## src/rtl/blackboxjam_mac_pkg.sv

```systemverilog
`default_nettype none
// +--------------------------------------------------------------------------+
// | blackboxjam_mac_pkg : shared state encoding and result saturation limits |
// | Rev 1.0                                                                  |
// +--------------------------------------------------------------------------+
package blackboxjam_mac_pkg;

  typedef enum logic [1:0] {
    ST_ACCUM = 2'd0,
    ST_SCALE = 2'd1,
    ST_OUT   = 2'd2
  } state_t;

  localparam int                    c_out_w   = 16;
  localparam logic signed [c_out_w-1:0] c_sat_max = 16'sh7FFF;
  localparam logic signed [c_out_w-1:0] c_sat_min = 16'sh8000;

endpackage
`default_nettype wire

```

## src/rtl/blackboxjam_mac_accum_if.sv

```systemverilog
`default_nettype none
// +--------------------------------------------------------------------------+
// | blackboxjam_mac_accum_if : product stream, config and result channel     |
// | Rev 1.0                                                                  |
// +--------------------------------------------------------------------------+
interface blackboxjam_mac_accum_if #(
  parameter int IN_W  = 24,
  parameter int OUT_W = 16,
  parameter int CNT_W = 16
);
  logic                    in_valid;
  logic                    in_ready;
  logic signed [IN_W-1:0]  in_data;
  logic [CNT_W-1:0]        cfg_terms;
  logic signed [IN_W-1:0]  cfg_bias;
  logic [4:0]              cfg_shift;
  logic                    out_valid;
  logic                    out_ready;
  logic signed [OUT_W-1:0] out_data;
  logic                    out_sat;
  logic                    busy;

  modport master (
    output in_valid, in_data, cfg_terms, cfg_bias, cfg_shift, out_ready,
    input  in_ready, out_valid, out_data, out_sat, busy
  );

  modport slave (
    input  in_valid, in_data, cfg_terms, cfg_bias, cfg_shift, out_ready,
    output in_ready, out_valid, out_data, out_sat, busy
  );
endinterface
`default_nettype wire

```

## src/rtl/blackboxjam_sat_shift.sv

```systemverilog
`default_nettype none
// +--------------------------------------------------------------------------+
// | blackboxjam_sat_shift : arithmetic right shift then saturate to OUT_W    |
// | Rev 1.0                                                                  |
// +--------------------------------------------------------------------------+
module blackboxjam_sat_shift
  import blackboxjam_mac_pkg::*;
#(
  parameter int ACC_W = 40,
  parameter int OUT_W = c_out_w
) (
  input  logic signed [ACC_W-1:0] i_acc,
  input  logic [4:0]              i_shift,
  output logic signed [OUT_W-1:0] o_data,
  output logic                    o_sat
);

  logic signed [ACC_W-1:0]   w_shifted;
  logic [ACC_W-OUT_W:0]      w_upper;
  logic                      w_in_range;

  assign w_shifted = i_acc >>> i_shift;

  // Fits in OUT_W only when every bit above the result sign matches it.
  assign w_upper    = w_shifted[ACC_W-1:OUT_W-1];
  assign w_in_range = (&w_upper) | ~(|w_upper);

  always_comb begin
    o_data = w_shifted[OUT_W-1:0];
    o_sat  = 1'b0;
    if (!w_in_range) begin
      o_sat  = 1'b1;
      o_data = w_shifted[ACC_W-1] ? c_sat_min : c_sat_max;
    end
  end

endmodule
`default_nettype wire

```

## src/rtl/blackboxjam_mac_accum.sv

```systemverilog
`default_nettype none
// +--------------------------------------------------------------------------+
// | blackboxjam_mac_accum : bias + N products, shift, saturate, one result   |
// | Rev 1.0                                                                  |
// +--------------------------------------------------------------------------+
module blackboxjam_mac_accum
  import blackboxjam_mac_pkg::*;
#(
  parameter int IN_W  = 24,
  parameter int OUT_W = c_out_w,
  parameter int ACC_W = 40,
  parameter int CNT_W = 16
) (
  input  logic                     clk,
  input  logic                     reset,
  blackboxjam_mac_accum_if.slave   bus
);

  state_t                  r_state;
  state_t                  w_state_nxt;
  logic [CNT_W-1:0]        r_count;
  logic [CNT_W-1:0]        r_terms;
  logic [CNT_W-1:0]        w_terms_eff;
  logic [4:0]              r_shift;
  logic signed [ACC_W-1:0] r_acc;
  logic signed [ACC_W-1:0] w_data_ext;
  logic signed [ACC_W-1:0] w_bias_ext;
  logic signed [OUT_W-1:0] r_out_data;
  logic signed [OUT_W-1:0] w_sat_data;
  logic                    r_out_sat;
  logic                    w_sat_flag;
  logic                    r_busy;
  logic                    w_accept;
  logic                    w_first;
  logic                    w_last;
  logic                    w_out_hs;

  assign bus.in_ready  = (r_state == ST_ACCUM);
  assign bus.out_valid = (r_state == ST_OUT);
  assign bus.out_data  = r_out_data;
  assign bus.out_sat   = r_out_sat;
  assign bus.busy      = r_busy;

  assign w_accept = bus.in_valid && bus.in_ready;
  assign w_out_hs = bus.out_valid && bus.out_ready;
  assign w_first  = (r_count == '0);

  // The first term sees the live config; later terms use the latched copy.
  assign w_terms_eff = w_first ? ((bus.cfg_terms == '0) ? CNT_W'(1) : bus.cfg_terms)
                               : r_terms;
  assign w_last      = w_accept && (r_count == w_terms_eff - CNT_W'(1));

  assign w_data_ext = {{(ACC_W-IN_W){bus.in_data[IN_W-1]}},  bus.in_data};
  assign w_bias_ext = {{(ACC_W-IN_W){bus.cfg_bias[IN_W-1]}}, bus.cfg_bias};

  always_ff @(posedge clk) begin
    if (reset) r_state <= ST_ACCUM;
    else       r_state <= w_state_nxt;
  end

  always_comb begin
    w_state_nxt = r_state;
    case (r_state)
      ST_ACCUM: if (w_last)            w_state_nxt = ST_SCALE;
      ST_SCALE:                        w_state_nxt = ST_OUT;
      ST_OUT:   if (bus.out_ready)     w_state_nxt = ST_ACCUM;
      default:                         w_state_nxt = ST_ACCUM;
    endcase
  end

  always_ff @(posedge clk) begin
    if (reset) begin
      r_count    <= '0;
      r_terms    <= '0;
      r_shift    <= '0;
      r_acc      <= '0;
      r_out_data <= '0;
      r_out_sat  <= 1'b0;
      r_busy     <= 1'b0;
    end else begin
      if (w_accept) begin
        r_busy  <= 1'b1;
        r_count <= w_last ? '0 : r_count + CNT_W'(1);
        if (w_first) begin
          r_terms <= w_terms_eff;
          r_shift <= bus.cfg_shift;
          r_acc   <= w_bias_ext + w_data_ext;
        end else begin
          r_acc   <= r_acc + w_data_ext;
        end
      end
      if (r_state == ST_SCALE) begin
        r_out_data <= w_sat_data;
        r_out_sat  <= w_sat_flag;
      end
      if (w_out_hs) r_busy <= 1'b0;
    end
  end

  blackboxjam_sat_shift #(
    .ACC_W (ACC_W),
    .OUT_W (OUT_W)
  ) u_sat_shift (
    .i_acc   (r_acc),
    .i_shift (r_shift),
    .o_data  (w_sat_data),
    .o_sat   (w_sat_flag)
  );

endmodule
`default_nettype wire

```

## src/flat_wrapper.sv

```systemverilog
// flat-port wrapper written by rule: the top's interface ports become plain ports
module blackboxjam_mac_accum_flat import blackboxjam_mac_pkg::*;
#(
  parameter int IN_W  = 24,
  parameter int OUT_W = c_out_w,
  parameter int ACC_W = 40,
  parameter int CNT_W = 16
)
  (clk, reset, bus_in_valid, bus_in_data, bus_cfg_terms, bus_cfg_bias, bus_cfg_shift, bus_out_ready, bus_in_ready, bus_out_valid, bus_out_data, bus_out_sat, bus_busy);
  blackboxjam_mac_accum_if #(.IN_W(IN_W), .OUT_W(OUT_W), .CNT_W(CNT_W)) bus_i ();
  input  logic clk;
  input  logic reset;
  input wire logic [$bits(bus_i.in_valid)-1:0] bus_in_valid;
  input wire logic [$bits(bus_i.in_data)-1:0] bus_in_data;
  input wire logic [$bits(bus_i.cfg_terms)-1:0] bus_cfg_terms;
  input wire logic [$bits(bus_i.cfg_bias)-1:0] bus_cfg_bias;
  input wire logic [$bits(bus_i.cfg_shift)-1:0] bus_cfg_shift;
  input wire logic [$bits(bus_i.out_ready)-1:0] bus_out_ready;
  output wire logic [$bits(bus_i.in_ready)-1:0] bus_in_ready;
  output wire logic [$bits(bus_i.out_valid)-1:0] bus_out_valid;
  output wire logic [$bits(bus_i.out_data)-1:0] bus_out_data;
  output wire logic [$bits(bus_i.out_sat)-1:0] bus_out_sat;
  output wire logic [$bits(bus_i.busy)-1:0] bus_busy;
  assign bus_i.in_valid = bus_in_valid;
  assign bus_i.in_data = bus_in_data;
  assign bus_i.cfg_terms = bus_cfg_terms;
  assign bus_i.cfg_bias = bus_cfg_bias;
  assign bus_i.cfg_shift = bus_cfg_shift;
  assign bus_i.out_ready = bus_out_ready;
  assign bus_in_ready = bus_i.in_ready;
  assign bus_out_valid = bus_i.out_valid;
  assign bus_out_data = bus_i.out_data;
  assign bus_out_sat = bus_i.out_sat;
  assign bus_busy = bus_i.busy;
  blackboxjam_mac_accum #(.IN_W(IN_W), .OUT_W(OUT_W), .ACC_W(ACC_W), .CNT_W(CNT_W)) u_core (.clk(clk), .reset(reset), .bus(bus_i));
endmodule
```

## config.mk

```make
export PLATFORM = sky130hd
export DESIGN_NAME = blackboxjam_mac_accum_flat
export DESIGN_NICKNAME = d
export VERILOG_FILES = /design/src/rtl/blackboxjam_mac_pkg.sv /design/src/rtl/blackboxjam_mac_accum_if.sv /design/src/rtl/blackboxjam_sat_shift.sv /design/src/rtl/blackboxjam_mac_accum.sv /design/src/flat_wrapper.sv
export SDC_FILE = /design/constraint.sdc
export NUM_CORES = 1
export LEC_CHECK = 0
export ABC_AREA = 1
export CAP_MARGIN = 30
export CORE_AREA = 2 2 130 196
export CTS_CLUSTER_DIAMETER = 100
export CTS_CLUSTER_SIZE = 24
export DETAILED_ROUTE_END_ITERATION = 8
export DIE_AREA = 0 0 132 198
export GPL_TIMING_DRIVEN = 0
export PLACE_DENSITY = 0.61
export SLEW_MARGIN = 20
export SYNTH_ARGS = -nofsm -noshare
export SYNTH_HDL_FRONTEND = slang
export SYNTH_SLANG_ARGS = --single-unit
```

## constraint.sdc

```tcl
create_clock -name clk -period 4.02 [get_ports clk]
set_input_delay 1.206 -clock clk [delete_from_list [all_inputs] [get_ports clk]]
set_output_delay 1.206 -clock clk [all_outputs]
set_load 0.02 [all_outputs]
```

==> results of run 1 <==
## final cells by class
| type | instances | area [um2] | area share, % |
|---|---|---|---|
| antenna | 1 | 2.50 | 0.0198 |
| multi-input combinational | 1517 | 7970 | 63.2 |
| tap | 328 | 410 | 3.25 |
| inverter | 183 | 689 | 5.47 |
| sequential | 97 | 1940 | 15.4 |
| clock buffer | 11 | 243 | 1.93 |
| buffer | 72 | 323 | 2.56 |
| clock inverter | 5 | 86.3 | 0.685 |
| timing repair buffer | 94 | 941 | 7.46 |
## flip-flops by register name, indices dropped and copies added, names as in the netlist
signal	flops
u_core.r_count	16
u_core.bus.out_sat	1
u_core.bus.busy	1
u_core.r_acc	40
u_core.r_terms	16
u_core.bus.out_data	16
u_core.r_shift	5
u_core.r_state	2
## metrics by stage
stage / TNS (ps) / setup slack, ps / std cells / power (uW)
2_1_floorplan: 0 / 637 / 1869 / 2540
3_3_place_gp: -15580 / -717 / 2288 / 3180
3_5_place_dp: -16230 / -721 / 2288 / 3180
4_1_cts: 0 / 18.6 / 2304 / 4190
5_1_grt: 0 / 9.13 / 2308 / 4530
6_report: 0 / 181 / 2308 / 4240
## kinds of logic after synthesis
logic type                 share of synthesized area (%)
buffers and inverters                               9.24
and+or+nand+nor                                     38.4
AOI/OAI and AO/OA                                   22.8
DFF                                                 17.8
muxes                                              0.368
adders and majority gates                           7.96
xor gates and xnor gates                            3.38
## cells in the mapped netlist (6+ instances only)
master and instances:
nand2_1 471, nor3_1 12, a21oi_1 181, buf_1 8, dfxtp_1 97, nand2_2 13, nor2_1 158, nor4_1 11
or2_2 13, xnor2_1 14, ha_1 66, nand4_1 14, buf_2 15, a31oi_1 23, o21a_1 6, a21o_1 6
and3_1 6, o21bai_1 8, o21ai_0 196, nor2_4 8, nand3_1 193, clkbuf_1 45, nor2_2 14, inv_1 177
o211ai_1 16, xor2_1 28, and2_1 14
## how the worst max path moves through the flow
stage          cells past startpoint                 end  slack (ps)        startpoint
2_1_floorplan                     14    u_core.r_acc[18]         640   bus_cfg_bias[0]
3_3_place_gp                      12    u_core.r_acc[27]        -720    bus_in_data[2]
3_5_place_dp                      15    u_core.r_acc[28]        -720    bus_in_data[0]
4_1_cts                           11    u_core.r_acc[35]          20   bus_in_data[23]
5_1_grt                           22  u_core.r_count[10]           9  bus_cfg_terms[6]
6_report                          16    u_core.r_acc[22]         180    bus_in_data[0]
## tightest hold or removal path: stages, from the launching register on
cell     delay, ps
dfxtp_1        310
nand2_1         60
a21oi_1         50
## power by group through the flow
stage / logic [uW] / clock network [uW] / registers (uW)
global placement: 2040 / 0 / 1140
floorplan: 1450 / 0 / 1090
CTS: 2050 / 1020 / 1120
finish: 2100 / 1010 / 1120
global route: 2350 / 1060 / 1130
detailed placement: 2040 / 0 / 1140
## metal layers
| metal | global-route usage, % | wire length [um] | up-vias |
|---|---|---|---|
| met5 | 0 | 0 | - |
| met1 | 34.7 | 16300 | 5931 |
| met4 | 25.4 | 3600 | 0 |
| li1 | - | - | 6493 |
| met2 | 64.3 | 22900 | 398 |
| met3 | 3.17 | 1610 | 136 |
## what timing repair did
item,4_1_cts,5_1_grt
gates resized for setup,5,16
pin swaps,0,2
endpoints found under the setup margin,17,27
buffers inserted,0,3
==> run summary, run 1 <==
Status: completed
Clk_skew: 10.1 ps
Longest Clk Path Bufs: 2
First-pass GRT wire length: 68,300 um
Mapped cell area: 0.0109 mm2
Router iterations before antenna repair: 5
Synth top area cells: dfxtp_1, nand2_1, o21ai_0
Final hold slack: 464 ps
Post-synth EDFFs: 0
Residual DRC: 0
# rows: 71
Area added between synthesis and finish: 15.9%
Worst hold path class: flip-flop to flip-flop
Die span in y: 198 um
Via count: 12,958
Clk slew on worst S/H paths: 70 ps
Die ar.: 0.0261 mm2
DR vias/cell: 5.61
R2R Path End: u_core.r_count[10]
Finished layout cell area: 0.0126 mm2
Share of cells above drive strength 1: 5.86%
Final Core Density: 51.2%
Sw Share: 45.5%
Dpl hpwl: 37,000 um
Initial antenna violation count: 1
Total nets after synthesis: 2,010
Warnings, synthesis: 0
Sink Count: 97
Clock H-tree levels: 3
Post-layout nets: 2,115
Most frequent cells in the layout: nand2_1, nand3_1, o21ai_0
Reg2Reg Depth: 21
WL final: 44,500 um
Cts hold-fix bufs: 0
Layout fillers: 2,788
Core Region: 0.0246 mm2
Critical Path AT: 4100 ps
Clk pwr share: 23.9%
Unrepaired setup endpoints after global routing: false
P per Cell Area: 336 mW/mm2
Post-placement cell area: 0.0122 mm2
GRT Overall Usage: 34.1%
Yosys top cell area share: 17.8%
Hold Crit Depth: 2
Slew margin rel.: 30.3%
Post-synthesis sequential area ratio: 17.8%
Buffers on Ports: 91
Worst Setup Path Type: input port to flip-flop
FF-to-FF Start: u_core.r_count[0]
Overflow after GRT: 0
Leak: 0.00571 uW
Worst path top cell family by delay: buffers and inverters
Reg-to-reg slack, setup: 470 ps
Syn Inst Count: 1,869
VDD IR max: 241 uV
Switching power: 1930 uW
CTS root buf: clkbuf_16
First DRT Iteration DRCs: 966
Int Pwr: 2310 uW
TritonCTS clock tree: done
Crit path required time: 4280 ps
Worst-path maximum fanout: 6
FFs w/ async S/R, synth: 0%
Largest net degree at the start of global routing: 20
Starting density of the core: 44.2%
Final number of max-transition violations: 0
Min-delay src: u_core.bus.out_data[15]
Clk Latency, worst-skew pair: 380 ps
Antenna Nets Post-Route: 0
Boundary Pins: 93
Slowest Stage Delay on Critical Path: 520 ps
Combinational share of power: 49.6%
Setup-failing EPs final: 0
Sequential share of power: 26.5%
Post-synthesis register bit count: 97
GP Congestion: 0.998
Max Cap Violations: 0
Top_reg_cell synth: dfxtp_1
Final period util: 95.5%
Syn_area_per_cell: 5.82 um2
Setup crit start kind: input port
Final Critical Period: 3840 ps
Hold-critical path endpoint: u_core.bus.out_data[15]
Slowest CP cell: clkdlybuf4s50_1
Most common cell after layout, fill and taps aside: nand2_1
Critical-path cell list: clkdlybuf4s50_1 > ha_1 > inv_1 > fa_1 > inv_1 > nand3_1 > nand2_2 > a21boi_0 > inv_1 > a21oi_2 > o21ai_1 > nand2_1 > nand2_1 > nand2_1 > a31oi_1 > a21oi_1
Worst setup EP type: flip-flop
Least-Margin Pin Slew: 1050 ps
Yosys cell types: 52
WL/cell: 19.3 um
Fmax: 260 MHz
Die W: 132 um
Worst Path Buf+Inv: 4
Vias in the first global route: 12,645
Area leader, netlist: dfxtp_1
Final hold vios: 0
Number of buffers created by CTS: 9
Power figures use the tool's default switching activity.
==> run 2, diff against run 1 <==
--- a/config.mk
+++ b/config.mk
@@ -8,7 +8,6 @@
 export ABC_AREA = 1
 export CAP_MARGIN = 30
 export CORE_AREA = 2 2 130 196
-export CTS_CLUSTER_DIAMETER = 100
 export CTS_CLUSTER_SIZE = 24
 export DETAILED_ROUTE_END_ITERATION = 8
 export DIE_AREA = 0 0 132 198
==> results of run 2 <==
Final layout, timing and power as in run 1 (identical DEF).
==> run 3, diff against run 2 <==
--- a/config.mk
+++ b/config.mk
@@ -5,12 +5,11 @@
 export SDC_FILE = /design/constraint.sdc
 export NUM_CORES = 1
 export LEC_CHECK = 0
-export ABC_AREA = 1
 export CAP_MARGIN = 30
-export CORE_AREA = 2 2 130 196
+export CORE_AREA = 2 2 127 191
 export CTS_CLUSTER_SIZE = 24
 export DETAILED_ROUTE_END_ITERATION = 8
-export DIE_AREA = 0 0 132 198
+export DIE_AREA = 0 0 129 193
 export GPL_TIMING_DRIVEN = 0
 export PLACE_DENSITY = 0.61
 export SLEW_MARGIN = 20
==> run summary, run 3 <==
Fin cells: 1,820 (-21%)
Dpl hpwl: 31,000 um (-16%)
Worst hold path class: flip-flop to flip-flop
Total nets after synthesis: 1,496 (-26%)
WL/cell: 22.0 um (+14%)
Final hold slack: 459 ps (-4.57 ps)
Unrepaired setup endpoints after global routing: true
Max reg flops: 40 (unchanged)
Slowest CP cell: a2111o_1
List of most frequent post-synthesis cells: nand2_1, nor2_1, a21oi_1
Final hold vios: 0 (unchanged)
Sequential share of power: 29.1% (+2.6 points)
CTS root buf: clkbuf_16
Fmax: 223 MHz (-14%)
Sw Share: 41.7% (-3.8 points)
GRT Overall Usage: 31.8% (-2.3 points)
Router iterations before antenna repair: 5 (unchanged)
FF-to-FF Start: u_core.r_count[0]
Finished layout cell area: 0.0127 mm2 (+1.1%)
Clk_skew: 9.59 ps (-0.495 ps)
Most frequent cells in the layout: nand2_1, nor2_1, a21oi_1
Post-synthesis sequential area ratio: 18.8% (+0.92 points)
Clock H-tree levels: 3 (unchanged)
Reg2Reg Depth: 18 (-14%)
Die ar.: 0.0249 mm2 (-4.7%)
Vias in the first global route: 10,767 (-15%)
# rows: 69 (-2.8%)
Die span in y: 193 um (-2.5%)
Core Region: 0.0234 mm2 (-4.9%)
DR vias/cell: 6.12 (+9.0%)
Buffers on Ports: 92 (+1.1%)
Post-synth EDFFs: 0 (unchanged)
Number of buffers created by CTS: 9 (unchanged)
Slew margin rel.: 37.5% (+7.2 points)
Initial antenna violation count: 1 (unchanged)
WL final: 40,100 um (-9.7%)
Area added between synthesis and finish: 23.2%
First DRT Iteration DRCs: 764 (-21%)
Mapped cell area: 0.0103 mm2 (-4.9%)
Hold-critical path endpoint: u_core.bus.out_sat
Crit path required time: 4280 ps (about the same)
Worst Setup Path Type: flip-flop to flip-flop
Clk pwr share: 22.2% (-1.7 points)
Worst path top cell family by delay: simple AND/OR/NAND/NOR gates
TritonCTS clock tree: done
Final Critical Period: 4490 ps (+649 ps)
Failing checks: negative setup slack
Status: finished, violations left
Via count: 11,140 (-14%)
Syn Inst Count: 1,355 (-28%)
Least-Margin Pin Slew: 928 ps (-118 ps)
Hold Crit Depth: 2 (unchanged)
Max Cap Violations: 0 (unchanged)
Area leader, netlist: dfxtp_1
Setup-failing EPs final: 17 (+17)
Most common cell after layout, fill and taps aside: nand2_1
Longest Clk Path Bufs: 2 (unchanged)
Clk slew on worst S/H paths: 80 ps (about the same)
Worst setup EP type: flip-flop
Post-synthesis register bit count: 97 (unchanged)
Final number of max-transition violations: 0 (unchanged)
Top-count cell post-synth: nand2_1
GP Congestion: 0.990 (-0.85%)
Clk Latency, worst-skew pair: 370 ps (about the same)
Sink Count: 97 (unchanged)
Layout fillers: 2,298 (-18%)
First-pass GRT wire length: 59,800 um (-12%)
Yosys cell types: 74 (+42%)
Syn_area_per_cell: 7.64 um2 (+31%)
Top_reg_cell synth: dfxtp_1
Min-delay src: u_core.bus.out_sat
Cts hold-fix bufs: 0 (unchanged)
Combinational share of power: 48.7% (-0.9 points)
Final WS setup: -468 ps (-649 ps)
Setup crit start kind: flip-flop
Post-layout nets: 1,637 (-23%)
Reg-to-reg slack, setup: -470 ps (-940 ps)
FFs w/ async S/R, synth: 0% (unchanged)
Overflow after GRT: 0 (unchanged)
Boundary Pins: 93 (unchanged)
Worst-path maximum fanout: 5 (-1)
Inst Count DP: 1,767 (-23%)
Antenna Nets Post-Route: 0 (unchanged)
Worst Path Buf+Inv: 3 (-1)
Share of cells above drive strength 1: 15.7% (+9.9 points)
Die W: 129 um (-2.3%)
Switching power: 1630 uW (-15%)
P per Cell Area: 307 mW/mm2 (-8.6%)
Post-placement cell area: 0.0118 mm2 (-3.7%)
Tot Pwr: 3910 uW (-7.6%)
Residual DRC: 0 (unchanged)
Warnings, synthesis: 0 (unchanged)
VDD IR max: 234 uV (-3.1%)
Slowest Stage Delay on Critical Path: 490 ps (-30 ps)
Leak: 0.00504 uW (-12%)
Int Pwr: 2280 uW (-1.2%)
Diodes inserted: 0 (-1)
Critical-path cell list: inv_4 > ha_4 > nor4b_4 > and4_4 > buf_12 > mux2i_4 > ha_4 > or4b_4 > or3_4 > and3_4 > a31oi_4 > xnor2_1 > nand4_1 > a2111o_1 > nor4_4 > or2_4 > clkbuf_16 > nor2_1
Starting density of the core: 44.2% (about the same)
R2R Path End: u_core.r_count[9]
Yosys top cell area share: 18.8% (+0.92 points)
Synth top area cells: dfxtp_1, ha_1, mux4_2
Largest Register: u_core.r_acc
Post-Place Setup Slack: -2070 ps (-1350 ps)
Largest net degree at the start of global routing: 19 (-5.0%)
Final period util: 112% (+16 points)
Critical Path AT: 4750 ps (+650 ps)
Most used cell, CP: ha_4
-- run 3: cell count changes in the layout (fill, tap and decap cells not counted), sizes merged, moves of 33 or more --
| cell | change |
|---|---|
| nand2 | -299 |
| inv | -154 |
| nor3 | +42 |
| nand3 | -177 |
| buf | +37 |
| o21ai | -127 |
| mux2i | +57 |
| mux4 | +33 |
| nor2 | -40 |
| xnor2 | +37 |
| a21oi | -61 |
-- run 3: per-stage QoR --
stage          TNS (ps)  util [%]
3_5_place_dp     -50500      50.2
5_1_grt          -10380      54.5
2_1_floorplan     -6350         -
3_3_place_gp     -53020      50.2
6_report          -7380      54.5
4_1_cts          -14420      53.1
-- run 3: cell type report --
class / instances / area, um2 / area share, %
Tap cell: 319 / 399 / 3.13
Sequential cell: 97 / 1960 / 15.4
Multi-Input combinational cell: 1153 / 8430 / 66.2
Buffer: 69 / 335 / 2.63
Clock inverter: 5 / 38.8 / 0.304
Timing Repair Buffer: 139 / 1230 / 9.65
Clock buffer: 11 / 243 / 1.90
Inverter: 27 / 106 / 0.834
-- run 3: power by group through the flow --
stage / Clock (uW) / Combinational (uW) / Sequential, uW
floorplan: 0 / 1240 / 1100
global placement: 0 / 1720 / 1150
detailed placement: 0 / 1720 / 1160
CTS: 880 / 1810 / 1130
global route: 917 / 2060 / 1140
finish: 870 / 1900 / 1140
-- run 3: metal layers --
metal	GRT usage, %	vias up	wire [um]
met5	0	-	8
met2	58.4	385	20700
met3	3.89	155	1490
met1	32.3	5320	14500
li1	-	5278	-
met4	25.2	2	3420
-- run 3: what timing repair did --
item / in CTS / in global routing
cloned: 0 / 2
setup buffers: 25 / 20
pin swaps: 22 / 38
gates resized for setup: 72 / 97
setup endpoints to repair: 39 / 47
-- run 3: cell families after synthesis --
family / after synthesis / share of synthesized area (%)
AO/OA/AOI/OAI: 373 / 23.4
flip-flops: 97 / 18.8
AND/OR/NAND/NOR: 515 / 23.0
adder cells (fa/ha/maj): 68 / 8.37
buffers and inverters: 106 / 4.40
XOR/XNOR: 85 / 7.19
multiplexers: 111 / 14.9
-- run 3: tightest hold or removal path: stages, from the launching register on --
cell and delay (ps):
dfxtp_1 310, nand2_1 50, a21oi_1 50
-- run 3: worst max-delay path by stage --
stage               slack (ps)                  to  cells past startpoint               from
finish                    -470   u_core.r_count[9]                     18  u_core.r_count[0]
global route              -640   u_core.r_count[7]                     20  u_core.r_count[0]
CTS                       -880   u_core.r_count[7]                     22  u_core.r_count[1]
detailed placement       -2070   u_core.r_count[7]                     19  bus_cfg_terms[14]
global placement         -2110   u_core.r_count[9]                     19  bus_cfg_terms[11]
floorplan                 -450  u_core.r_count[11]                     23  u_core.r_count[0]
